[config.mk]
export PLATFORM = sky130hd
export DESIGN_NAME = mul_iter
export DESIGN_NICKNAME = d
export VERILOG_FILES = /design/src/rtl/mul_iter_pkg.sv /design/src/rtl/mul_iter_elem.sv /design/src/rtl/mul_iter.sv
export SDC_FILE = /design/constraint.sdc
export NUM_CORES = 1
export LEC_CHECK = 0
export ABC_AREA = 0
export CAP_MARGIN = 10
export CORE_MARGIN = 4
export CORE_UTILIZATION = 40
export CTS_CLUSTER_DIAMETER = 80
export CTS_CLUSTER_SIZE = 30
export DETAILED_ROUTE_END_ITERATION = 6
export GPL_TIMING_DRIVEN = 0
export MAX_ROUTING_LAYER = met4
export PLACE_DENSITY = 0.73
export SYNTH_ARGS = -nofsm -noshare
export SYNTH_HDL_FRONTEND = slang
export SYNTH_SLANG_ARGS = --single-unit
[constraint.sdc]
create_clock -name clk -period 7.6 [get_ports clk]
set_input_delay 1.52 -clock clk [delete_from_list [all_inputs] [get_ports clk]]
set_output_delay 1.52 -clock clk [all_outputs]
set_load 0.005 [all_outputs]
[src/rtl/mul_iter_pkg.sv]
// Shared definitions for the iterative shift-add multiplier.
package mul_iter_pkg;

  // Controller states, 2-bit encoding.
  typedef enum logic [1:0] {
    MUL_IDLE = 2'd0,
    MUL_RUN  = 2'd1,
    MUL_SIGN = 2'd2,
    MUL_DONE = 2'd3
  } mul_state_e;

  // Step counter width: must hold WIDTH-1.
  function automatic int mul_cnt_w(input int width);
    return (width <= 2) ? 1 : $clog2(width);
  endfunction

endpackage

[src/rtl/mul_iter_elem.sv]
// One radix-2 partial-product step: conditional add of the multiplicand
// into the upper half, then a one-bit logical right shift of the whole
// accumulator. Purely combinational.
module mul_iter_elem #(
  parameter int WIDTH = 32
) (
  input  logic [WIDTH:0]   acc_hi_i,
  input  logic [WIDTH-1:0] acc_lo_i,
  input  logic [WIDTH-1:0] mag_a_i,
  output logic [WIDTH:0]   acc_hi_o,
  output logic [WIDTH-1:0] acc_lo_o
);

  logic [WIDTH:0] addend;
  logic [WIDTH:0] sum;

  // Add magA when the current multiplier bit is set, then shift right by one.
  always_comb begin
    addend   = acc_lo_i[0] ? {1'b0, mag_a_i} : '0;
    sum      = acc_hi_i + addend;
    acc_hi_o = {1'b0, sum[WIDTH:1]};
    acc_lo_o = {sum[0], acc_lo_i[WIDTH-1:1]};
  end

endmodule

[src/rtl/mul_iter.sv]
// Iterative radix-2 multiplier for mullw/mulhw/mulhwu. Operands are reduced
// to magnitudes at load, WIDTH shift-add steps build the unsigned product,
// and a final SIGN cycle applies the two's-complement fix-up.
module mul_iter
  import mul_iter_pkg::*;
#(
  parameter int WIDTH = 32
) (
  input  logic             clk,
  input  logic             rst,
  input  logic             start,
  input  logic             signed_op,
  input  logic [WIDTH-1:0] srcA,
  input  logic [WIDTH-1:0] srcB,
  output logic             busy,
  output logic             done,
  output logic [WIDTH-1:0] prod_hi,
  output logic [WIDTH-1:0] prod_lo
);

  localparam int CW = mul_cnt_w(WIDTH);
  localparam logic [CW-1:0]      CNT_LAST = CW'(WIDTH - 1);
  localparam logic [CW-1:0]      CNT_ONE  = CW'(1);
  localparam logic [WIDTH-1:0]   ONE_W    = WIDTH'(1);
  localparam logic [2*WIDTH-1:0] ONE_2W   = (2*WIDTH)'(1);

  mul_state_e         state_q, state_d;
  logic [CW-1:0]      cnt_q, cnt_d;
  logic [WIDTH-1:0]   mag_a_q, mag_a_d;
  logic               neg_q, neg_d;
  logic [WIDTH:0]     acc_hi_q, acc_hi_d;
  logic [WIDTH-1:0]   acc_lo_q, acc_lo_d;
  logic [2*WIDTH-1:0] prod_q, prod_d;

  logic [WIDTH:0]     step_hi;
  logic [WIDTH-1:0]   step_lo;
  logic               load;
  logic [2*WIDTH-1:0] acc_cat;

  mul_iter_elem #(.WIDTH(WIDTH)) u_elem (
    .acc_hi_i (acc_hi_q),
    .acc_lo_i (acc_lo_q),
    .mag_a_i  (mag_a_q),
    .acc_hi_o (step_hi),
    .acc_lo_o (step_lo)
  );

  // A new op is accepted only when the unit is idle or just finished.
  assign load = start && (state_q == MUL_IDLE || state_q == MUL_DONE);

  // After WIDTH steps acc_hi's top bit is always clear, so the product
  // is the low WIDTH bits of acc_hi concatenated with acc_lo.
  assign acc_cat = {acc_hi_q[WIDTH-1:0], acc_lo_q};

  // State register.
  always_ff @(posedge clk or posedge rst) begin
    if (rst) state_q <= MUL_IDLE;
    else     state_q <= state_d;
  end

  // Next-state logic.
  always_comb begin
    state_d = state_q;
    case (state_q)
      MUL_IDLE: if (start) state_d = MUL_RUN;
      MUL_RUN:  if (cnt_q == CNT_LAST) state_d = MUL_SIGN;
      MUL_SIGN: state_d = MUL_DONE;
      MUL_DONE: state_d = start ? MUL_RUN : MUL_IDLE;
      default:  state_d = MUL_IDLE;
    endcase
  end

  // Status outputs decoded from state; product comes straight from its register.
  always_comb begin
    busy    = (state_q == MUL_RUN) || (state_q == MUL_SIGN);
    done    = (state_q == MUL_DONE);
    prod_hi = prod_q[2*WIDTH-1:WIDTH];
    prod_lo = prod_q[WIDTH-1:0];
  end

  // Datapath next values: load, shift-add step, sign fix-up.
  always_comb begin
    cnt_d    = cnt_q;
    mag_a_d  = mag_a_q;
    neg_d    = neg_q;
    acc_hi_d = acc_hi_q;
    acc_lo_d = acc_lo_q;
    prod_d   = prod_q;
    if (load) begin
      // Magnitudes are unsigned WIDTH-bit values; |MIN_INT| fits as 2^(WIDTH-1).
      mag_a_d  = (signed_op && srcA[WIDTH-1]) ? (~srcA + ONE_W) : srcA;
      acc_lo_d = (signed_op && srcB[WIDTH-1]) ? (~srcB + ONE_W) : srcB;
      acc_hi_d = '0;
      neg_d    = signed_op && (srcA[WIDTH-1] ^ srcB[WIDTH-1]);
      cnt_d    = '0;
    end else if (state_q == MUL_RUN) begin
      acc_hi_d = step_hi;
      acc_lo_d = step_lo;
      cnt_d    = (cnt_q == CNT_LAST) ? '0 : cnt_q + CNT_ONE;
    end else if (state_q == MUL_SIGN) begin
      prod_d   = neg_q ? (~acc_cat + ONE_2W) : acc_cat;
    end
  end

  // Counter, operand and accumulator registers.
  always_ff @(posedge clk or posedge rst) begin
    if (rst) begin
      cnt_q    <= '0;
      mag_a_q  <= '0;
      neg_q    <= 1'b0;
      acc_hi_q <= '0;
      acc_lo_q <= '0;
    end else begin
      cnt_q    <= cnt_d;
      mag_a_q  <= mag_a_d;
      neg_q    <= neg_d;
      acc_hi_q <= acc_hi_d;
      acc_lo_q <= acc_lo_d;
    end
  end

  // Product register: written only on the SIGN edge, held otherwise.
  always_ff @(posedge clk or posedge rst) begin
    if (rst) prod_q <= '0;
    else     prod_q <= prod_d;
  end

  // busy and done are mutually exclusive by construction of the decode.
  a_busy_done_excl: assert property (@(posedge clk) disable iff (rst) !(busy && done));

endmodule

==> results of run 1 <==
final cells by class:
type	instances	area [um2]
fill	2584	13600
multi-input combinational	1035	6480
sequential	168	4200
timing repair buffer	134	1360
tap	341	427
clock buffer	17	425
buffer	66	258
clock inverter	15	165
inverter	19	78.8
worst max-delay path by stage:
stage             start                       end  slack [ps]  cells past startpoint
3_5_place_dp      start    prod_q[13]$_DFFE_PP0P_        3050                      8
2_1_floorplan       rst   acc_hi_q[0]$_DFFE_PP0P_        1530                      1
3_3_place_gp        rst  acc_hi_q[25]$_DFFE_PP0P_        -620                      2
6_report       srcB[12]  acc_lo_q[25]$_DFFE_PP0P_        3450                      9
4_1_cts           start     prod_q[0]$_DFFE_PP0P_        3500                      7
5_1_grt        srcB[14]  acc_lo_q[25]$_DFFE_PP0P_        3210                      9
synthesized netlist by cell type (2+ instances only):
library cell / n / area (um2)
a21boi_0: 3 / 22.5
or3_1: 18 / 113
o211a_1: 2 / 20.0
a31oi_1: 11 / 68.8
nor2b_1: 8 / 50.1
nor2_1: 88 / 330
nor3_1: 13 / 65.1
xor2_1: 82 / 718
clkbuf_1: 55 / 206
inv_1: 19 / 71.3
nand3b_1: 2 / 15.0
o21bai_1: 6 / 45.0
a2111oi_0: 2 / 17.5
a41oi_1: 3 / 26.3
buf_2: 2 / 10.0
a311o_1: 2 / 20.0
or4_1: 12 / 90.1
o41ai_1: 13 / 114
and3_1: 7 / 43.8
mux2i_1: 49 / 490
nand2_1: 187 / 702
o31ai_1: 26 / 195
a21o_1: 12 / 90.1
nor3b_1: 4 / 30.0
a211o_1: 2 / 17.5
or2_2: 3 / 18.8
xnor2_1: 62 / 543
o21ai_1: 3 / 15.0
nor4_1: 15 / 93.8
dfrtp_1: 168 / 4200
ha_1: 42 / 526
nand4_1: 9 / 56.3
buf_1: 8 / 30.0
and2_1: 35 / 219
o21a_1: 6 / 45.0
or2_1: 2 / 12.5
a21oi_1: 71 / 355
o21ai_0: 181 / 906
nand2b_1: 11 / 68.8
a211oi_1: 6 / 45.0
nand3_1: 19 / 95.1
or3_4: 2 / 22.5
layout by cell type, fill, tap and decap left out, types with 11 or more instances in the layout:
cell type and n:
xor2_1 82, clkdlybuf4s50_1 133, xnor2_1 62, inv_1 18, o21ai_0 181, a21o_1 12, nor2_1 88, nand3_1 19
o31ai_1 26, clkbuf_16 17, nand2b_1 11, a21oi_1 71, ha_1 42, o41ai_1 13, or3_1 18, or4_1 12
nor4_1 15, nor3_1 13, clkbuf_1 55, mux2i_1 49, a31oi_1 11, and2_1 35, nand2_1 187, dfrtp_1 168
metal layers:
| metal | routed length [um] | GRT usage (%) | part of all wire, % |
|---|---|---|---|
| met5 | 0 | - | 0 |
| met2 | 14400 | 32.7 | 45 |
| met4 | 699 | 5.61 | 2.2 |
| met3 | 1690 | 2.70 | 5.3 |
| met1 | 15000 | 29.4 | 47 |
power by group through the flow:
stage | registers, mW | clock network [mW] | logic [mW]
final | 1.67 | 0.882 | 2.69
after global routing | 1.72 | 0.929 | 2.98
after CTS | 1.66 | 0.892 | 2.68
after detailed placement | 1.67 | 0 | 2.67
after global placement | 1.66 | 0 | 2.61
after floorplan | 1.56 | 0 | 1.75
stage by stage:
| step | utilization [%] | TNS [ps] |
|---|---|---|
| after floorplan | - | 0 |
| after global placement | 47.3 | -100110 |
| after detailed placement | 47.4 | 0 |
| after CTS | 49.6 | 0 |
| after global routing | 49.6 | 0 |
| final | 49.6 | 0 |
cells by family (layout without fill, tap and decap cells):
kind of cell | count (synthesis) | count (layout) | synth area share, %
multiplexers | 50 | 50 | 4.56
flip-flops | 168 | 168 | 38.2
XOR/XNOR | 144 | 144 | 11.5
AND/OR/NAND/NOR | 440 | 440 | 18.8
AO/OA/AOI/OAI | 358 | 358 | 19.1
buffers and inverters | 85 | 251 | 2.99
adder cells (fa/ha/maj) | 43 | 43 | 4.95
sequential cells by signal, summed over array words and instances, names as in the netlist:
register	cells
neg_q	1
state_q	2
mag_a_q	32
acc_hi_q	32
prod_q	64
acc_lo_q	32
cnt_q	5
critical path, cell delays in order:
cell and delay, ps:
clkdlybuf4s50_1 490, or4_1 540, or3_1 410, nor4_1 300, nand3_1 260, nor4_1 350
a21oi_1 140, xnor2_1 300, a21oi_1 120
==> qor.yml, run 1 <==
outcome: "finished clean"
cts-root-buf: "clkbuf_16"
synthesis.nets: 1399
grt_max_degree: 90
syn-cell-area_um2: 11000
hold_end: "mag_a_q[25]$_DFFE_PP0P_"
worst_pin_slew_ps: 980
clk_pin_slew_ps: 80
crit_fanout: 5
cts_setup_buffers: 0
min_path_type: "reg2reg"
hpwl_mm: 24.9
p_comb_share_pct: 51.3
final_area_um2: 13400
initial_utilization_pct: 40.7
drive_gt1_share_pct: 3.30
drc: 0
hold_viol: 0
io_pins: 134
slew_violations: 0
end_kind: "flip-flop"
worst_hold_startpoint: "mag_a_q[25]$_DFFE_PP0P_"
die_x_um: 174
post-place-ws_ps: 3050
fmax_mhz: 241
r2r-end: "acc_hi_q[31]$_DFFE_PP0P_"
final_cells: 1795
io_buffers: 133
rr_worst_depth: 12
num_vias: 9937
worstReg2RegStart: "acc_lo_q[0]$_DFFE_PP0P_"
ys_types: 59
finalCritPeriodShare_pct: 54.6
cts_max_level: 4
ys_ff_latch: 168
core-area_um2: 27000
post_cts_resized: 0
placedCellCount: 1763
grt_pass1_wl_mm: 50.8
cts_tree: "built"
seqPwrFrac_pct: 31.8
rrSetupSlack_ps: 3590
drtAntennaViolNets: 0
postSynthAreaPerCell_um2: 8.55
min_delay_path_depth: 2
cts.sinks: 168
fin_crit_ps: 4150
die-area_um2: 30300
p_clk_share_pct: 16.9
worst_slack_ps: 3450
drv_cap: 0
die_y_um: 174
place.gp.congestion: 0.966
clockBufferDepth: 2
skew_ps: 13.4
row_count: 60
leakagePower_nw: 5.57
intPower_mw: 2.91
grt_usage_pct: 21.1
synthFlopType: "dfrtp_1"
finalNetCount: 1552
cts_inserted_buffers: 17
relSlewSlack_pct: 34.1
whs_ps: 472
dr.first_iter.drc_count: 809
worstPathArrival_ps: 4430
power_mw: 5.24
antenna_found_initial: 0
dr.pass1.iters: 6
async_flop_share_pct: 100
yosysSeqAreaShare_pct: 38.2
wl_mm: 31.8
rsz0062_at_grt: "false"
p_sw_mw: 2.32
vias_per_cell: 5.54
timing_worst_setup_path_type: "in2reg"
synth_edf_count: 0
grt_pass1_vias: 9584
antenna_cells: 0
powerDensity_nw_per_um2: 391
cp.required_ps: 7870
vdd_ir_drop_max_mv: 0.162
grt-ovfl-total: 0
syn_inst: 1288
clkLatencyLatePin_ps: 430
postPlaceCellArea_um2: 12800
p_sw_share_pct: 44.3
avgRoutedWirePerCell_um: 17.7
cp-start-kind: "input pin"
setup_viol: 0
syn_to_final_growth_pct: 21.6
cts_hold_buf: 0
yosysWarnings: 0
No activity file was read; power rests on OpenSTA's default activity.
==> run 2: changes to the inputs <==
==> constraint.sdc (replaced) <==
create_clock -name clk -period 4.3 [get_ports clk]
set_input_delay 0.86 -clock clk [delete_from_list [all_inputs] [get_ports clk]]
set_output_delay 0.86 -clock clk [all_outputs]
set_load 0.005 [all_outputs]
==> run 2 against run 1 <==
Setup slack got worse by 3100 ps. Clock skew rose by 3.4 ps. Flip-flop and latch count did not move. Power rose by 76%. Count of clock-buffer cells in the layout rose by 2. Critical path depth rose by 3. Hold slack improved by 4.3 ps.
==> qor.yml, run 2 (synthesized netlist as in run 1, its figures left out) <==
io_buffers: 133  # unchanged
grt_pass1_wl_mm: 52.4  # +3.3%
final_common_cell: "nand2_1"
wl_mm: 32.1  # +1.1%
slew_violations: 0  # unchanged
critPathSlowestCell: "a2111oi_0"
powerDensity_nw_per_um2: 686  # +75%
hpwl_mm: 25.5  # +2.2%
die_x_um: 174  # unchanged
cp_slowest_stage_delay_ps: 670  # +130 ps
avgRoutedWirePerCell_um: 17.9  # +0.89%
grt_pass1_vias: 9868  # +3.0%
drive_gt1_share_pct: 3.50  # +0.20 points
drc: 0  # unchanged
rrSetupSlack_ps: 340  # -3250 ps
power_mw: 9.20  # +76%
initial_utilization_pct: 40.7  # unchanged
cts-root-buf: "clkbuf_16"
clk_pin_slew_ps: 70  # about the same
placedCellCount: 1766  # +0.17%
cts_inserted_buffers: 17  # unchanged
cp.required_ps: 4650  # -3220 ps
end_kind: "flip-flop"
min_path_type: "reg2reg"
cts.sinks: 168  # unchanged
skew_ps: 16.7  # +3.36 ps
dr.pass1.iters: 5  # -1
clockBufferDepth: 2  # unchanged
cpMostUsedCell: "a21oi_1"
finalCritPeriodShare_pct: 92.1
vdd_ir_drop_max_mv: 0.387  # +140%
mostFrequentLayoutCells: "nand2_1 (187), o21ai_0 (181), dfrtp_1 (168)"
largest_reg_flops: 64  # unchanged
core-area_um2: 27000  # unchanged
dr.first_iter.drc_count: 874  # +8.0%
critical_path_buf_inv_count: 1  # unchanged
final_cells: 1798  # +0.17%
largest-register: "prod_q"
fmax_mhz: 252
crit_fanout: 10  # +5
whs_ps: 476  # +4.28 ps
antenna_cells: 0  # unchanged
finalNetCount: 1555  # +0.19%
cp-start-kind: "flip-flop"
multi_input_comb_area_um2: 6490  # about the same
setup_viol: 0  # unchanged
grt_max_degree: 44  # -51%
fin_crit_ps: 3960
cts_tree: "built"
layout.area.seq_um2: 4200  # unchanged
die_y_um: 174  # unchanged
relSlewSlack_pct: 38.4  # +4.3 points
drtAntennaViolNets: 0  # unchanged
critical_path.top_delay_family: "compound AO/OA/AOI/OAI gates"
worstPathArrival_ps: 4310  # -120 ps
leakagePower_nw: 5.57  # about the same
grt-ovfl-total: 0  # unchanged
cts_max_level: 4  # unchanged
fillers: 2582  # -0.077%
vias_per_cell: 5.57  # +0.59%
timing_worst_setup_path_type: "reg2reg"
antenna_found_initial: 0  # unchanged
syn_to_final_growth_pct: 21.9
row_count: 60  # unchanged
grt_usage_pct: 21.7  # +0.61 points
rsz0062_at_grt: "false"
hold_viol: 0  # unchanged
crit_chain: "clkbuf_1 -> and2_1 -> ha_1 -> fa_1 -> a21o_1 -> a221oi_2 -> a2111oi_0 -> a21oi_1 -> o21ai_1 -> a21oi_1 -> o21a_1 -> o22ai_1"
die-area_um2: 30300  # unchanged
cts_setup_buffers: 0  # unchanged
place.gp.congestion: 0.930  # -3.8%
io_pins: 134  # unchanged
num_vias: 10000  # +0.75%
outcome: "finished clean"
clkLatencyLatePin_ps: 440  # about the same
worst_pin_slew_ps: 915  # -64.5 ps
drv_cap: 0  # unchanged
run 2: changes by cell type in the layout (fill, tap and decap cells not counted), moves of 2 or more:
cell and change:
buf_12 +4, inv_8 -2, clkinvlp_4 +4, clkinv_4 -3
run 2: power breakdown:
part	total (mW)	switching, mW	internal (mW)
logic	4.77	2.75	2.02
clock network	1.49	0.673	0.818
registers	2.95	0.680	2.27
run 2: worst paths after layout:
check	from	to	cells after the start
max	acc_lo_q[0]$_DFFE_PP0P_	acc_hi_q[31]$_DFFE_PP0P_	12
min reg2reg	mag_a_q[29]$_DFFE_PP0P_	mag_a_q[29]$_DFFE_PP0P_	2
min in group asynchronous	rst	prod_q[11]$_DFFE_PP0P_	2
max reg2reg	acc_lo_q[0]$_DFFE_PP0P_	acc_hi_q[31]$_DFFE_PP0P_	12
max in group asynchronous	rst	mag_a_q[13]$_DFFE_PP0P_	4
min	mag_a_q[29]$_DFFE_PP0P_	mag_a_q[29]$_DFFE_PP0P_	2
run 2: metal layers:
layer | vias up | global-route usage [%] | wire length, um
met3 | 64 | 2.54 | 1620
met2 | 339 | 33.5 | 14600
met1 | 4739 | 29.7 | 15000
li1 | 4870 | - | -
met5 | - | - | 0
met4 | 0 | 7.65 | 933
run 2: cell type report:
type | instances | area share [%]
Buffer | 66 | 1.92
Clock buffer | 19 | 3.30
Clock inverter | 13 | 0.895
Inverter | 19 | 0.559
Multi-Input combinational cell | 1035 | 48.3
Sequential cell | 168 | 31.3
Tap cell | 341 | 3.18
Timing Repair Buffer | 137 | 10.5
run 2: worst reg2reg max path, cell delays in order (launching register included):
cell and delay, ps:
dfrtp_1 510, clkbuf_1 290, and2_1 210, ha_1 230
fa_1 240, a21o_1 170, a221oi_2 100, a2111oi_0 670
a21oi_1 260, o21ai_1 550, a21oi_1 250, o21a_1 240
o22ai_1 160
run 2: metrics by stage:
step           worst slack [ps]  cell area, um2  TNS [ps]  utilization, %
5_1_grt                    76.3           13400         0            49.7
4_1_cts                     251           13400         0            49.6
3_5_place_dp                294           12900         0            47.6
3_3_place_gp              -23.2           12800     -1600            47.3
2_1_floorplan              1180           11000         0               -
6_report                    338           13400         0            49.7
run 2: repair_timing:
action | 4_1_cts | 5_1_grt
hold buffers | 0 | 0
gates resized for setup | 0 | 1
hold endpoints to repair | 0 | 0
endpoints found under the setup margin | 0 | 1
==> run 3: changes to the inputs <==
--- a/config.mk
+++ b/config.mk
@@ -6,6 +6,7 @@
 export NUM_CORES = 1
 export LEC_CHECK = 0
 export ABC_AREA = 0
+export ABC_CLOCK_PERIOD_IN_PS = 4300
 export CAP_MARGIN = 10
 export CORE_MARGIN = 4
 export CORE_UTILIZATION = 40
==> results of run 3 <==
Same layout as run 2: the final DEF is identical, and so are final timing and power.
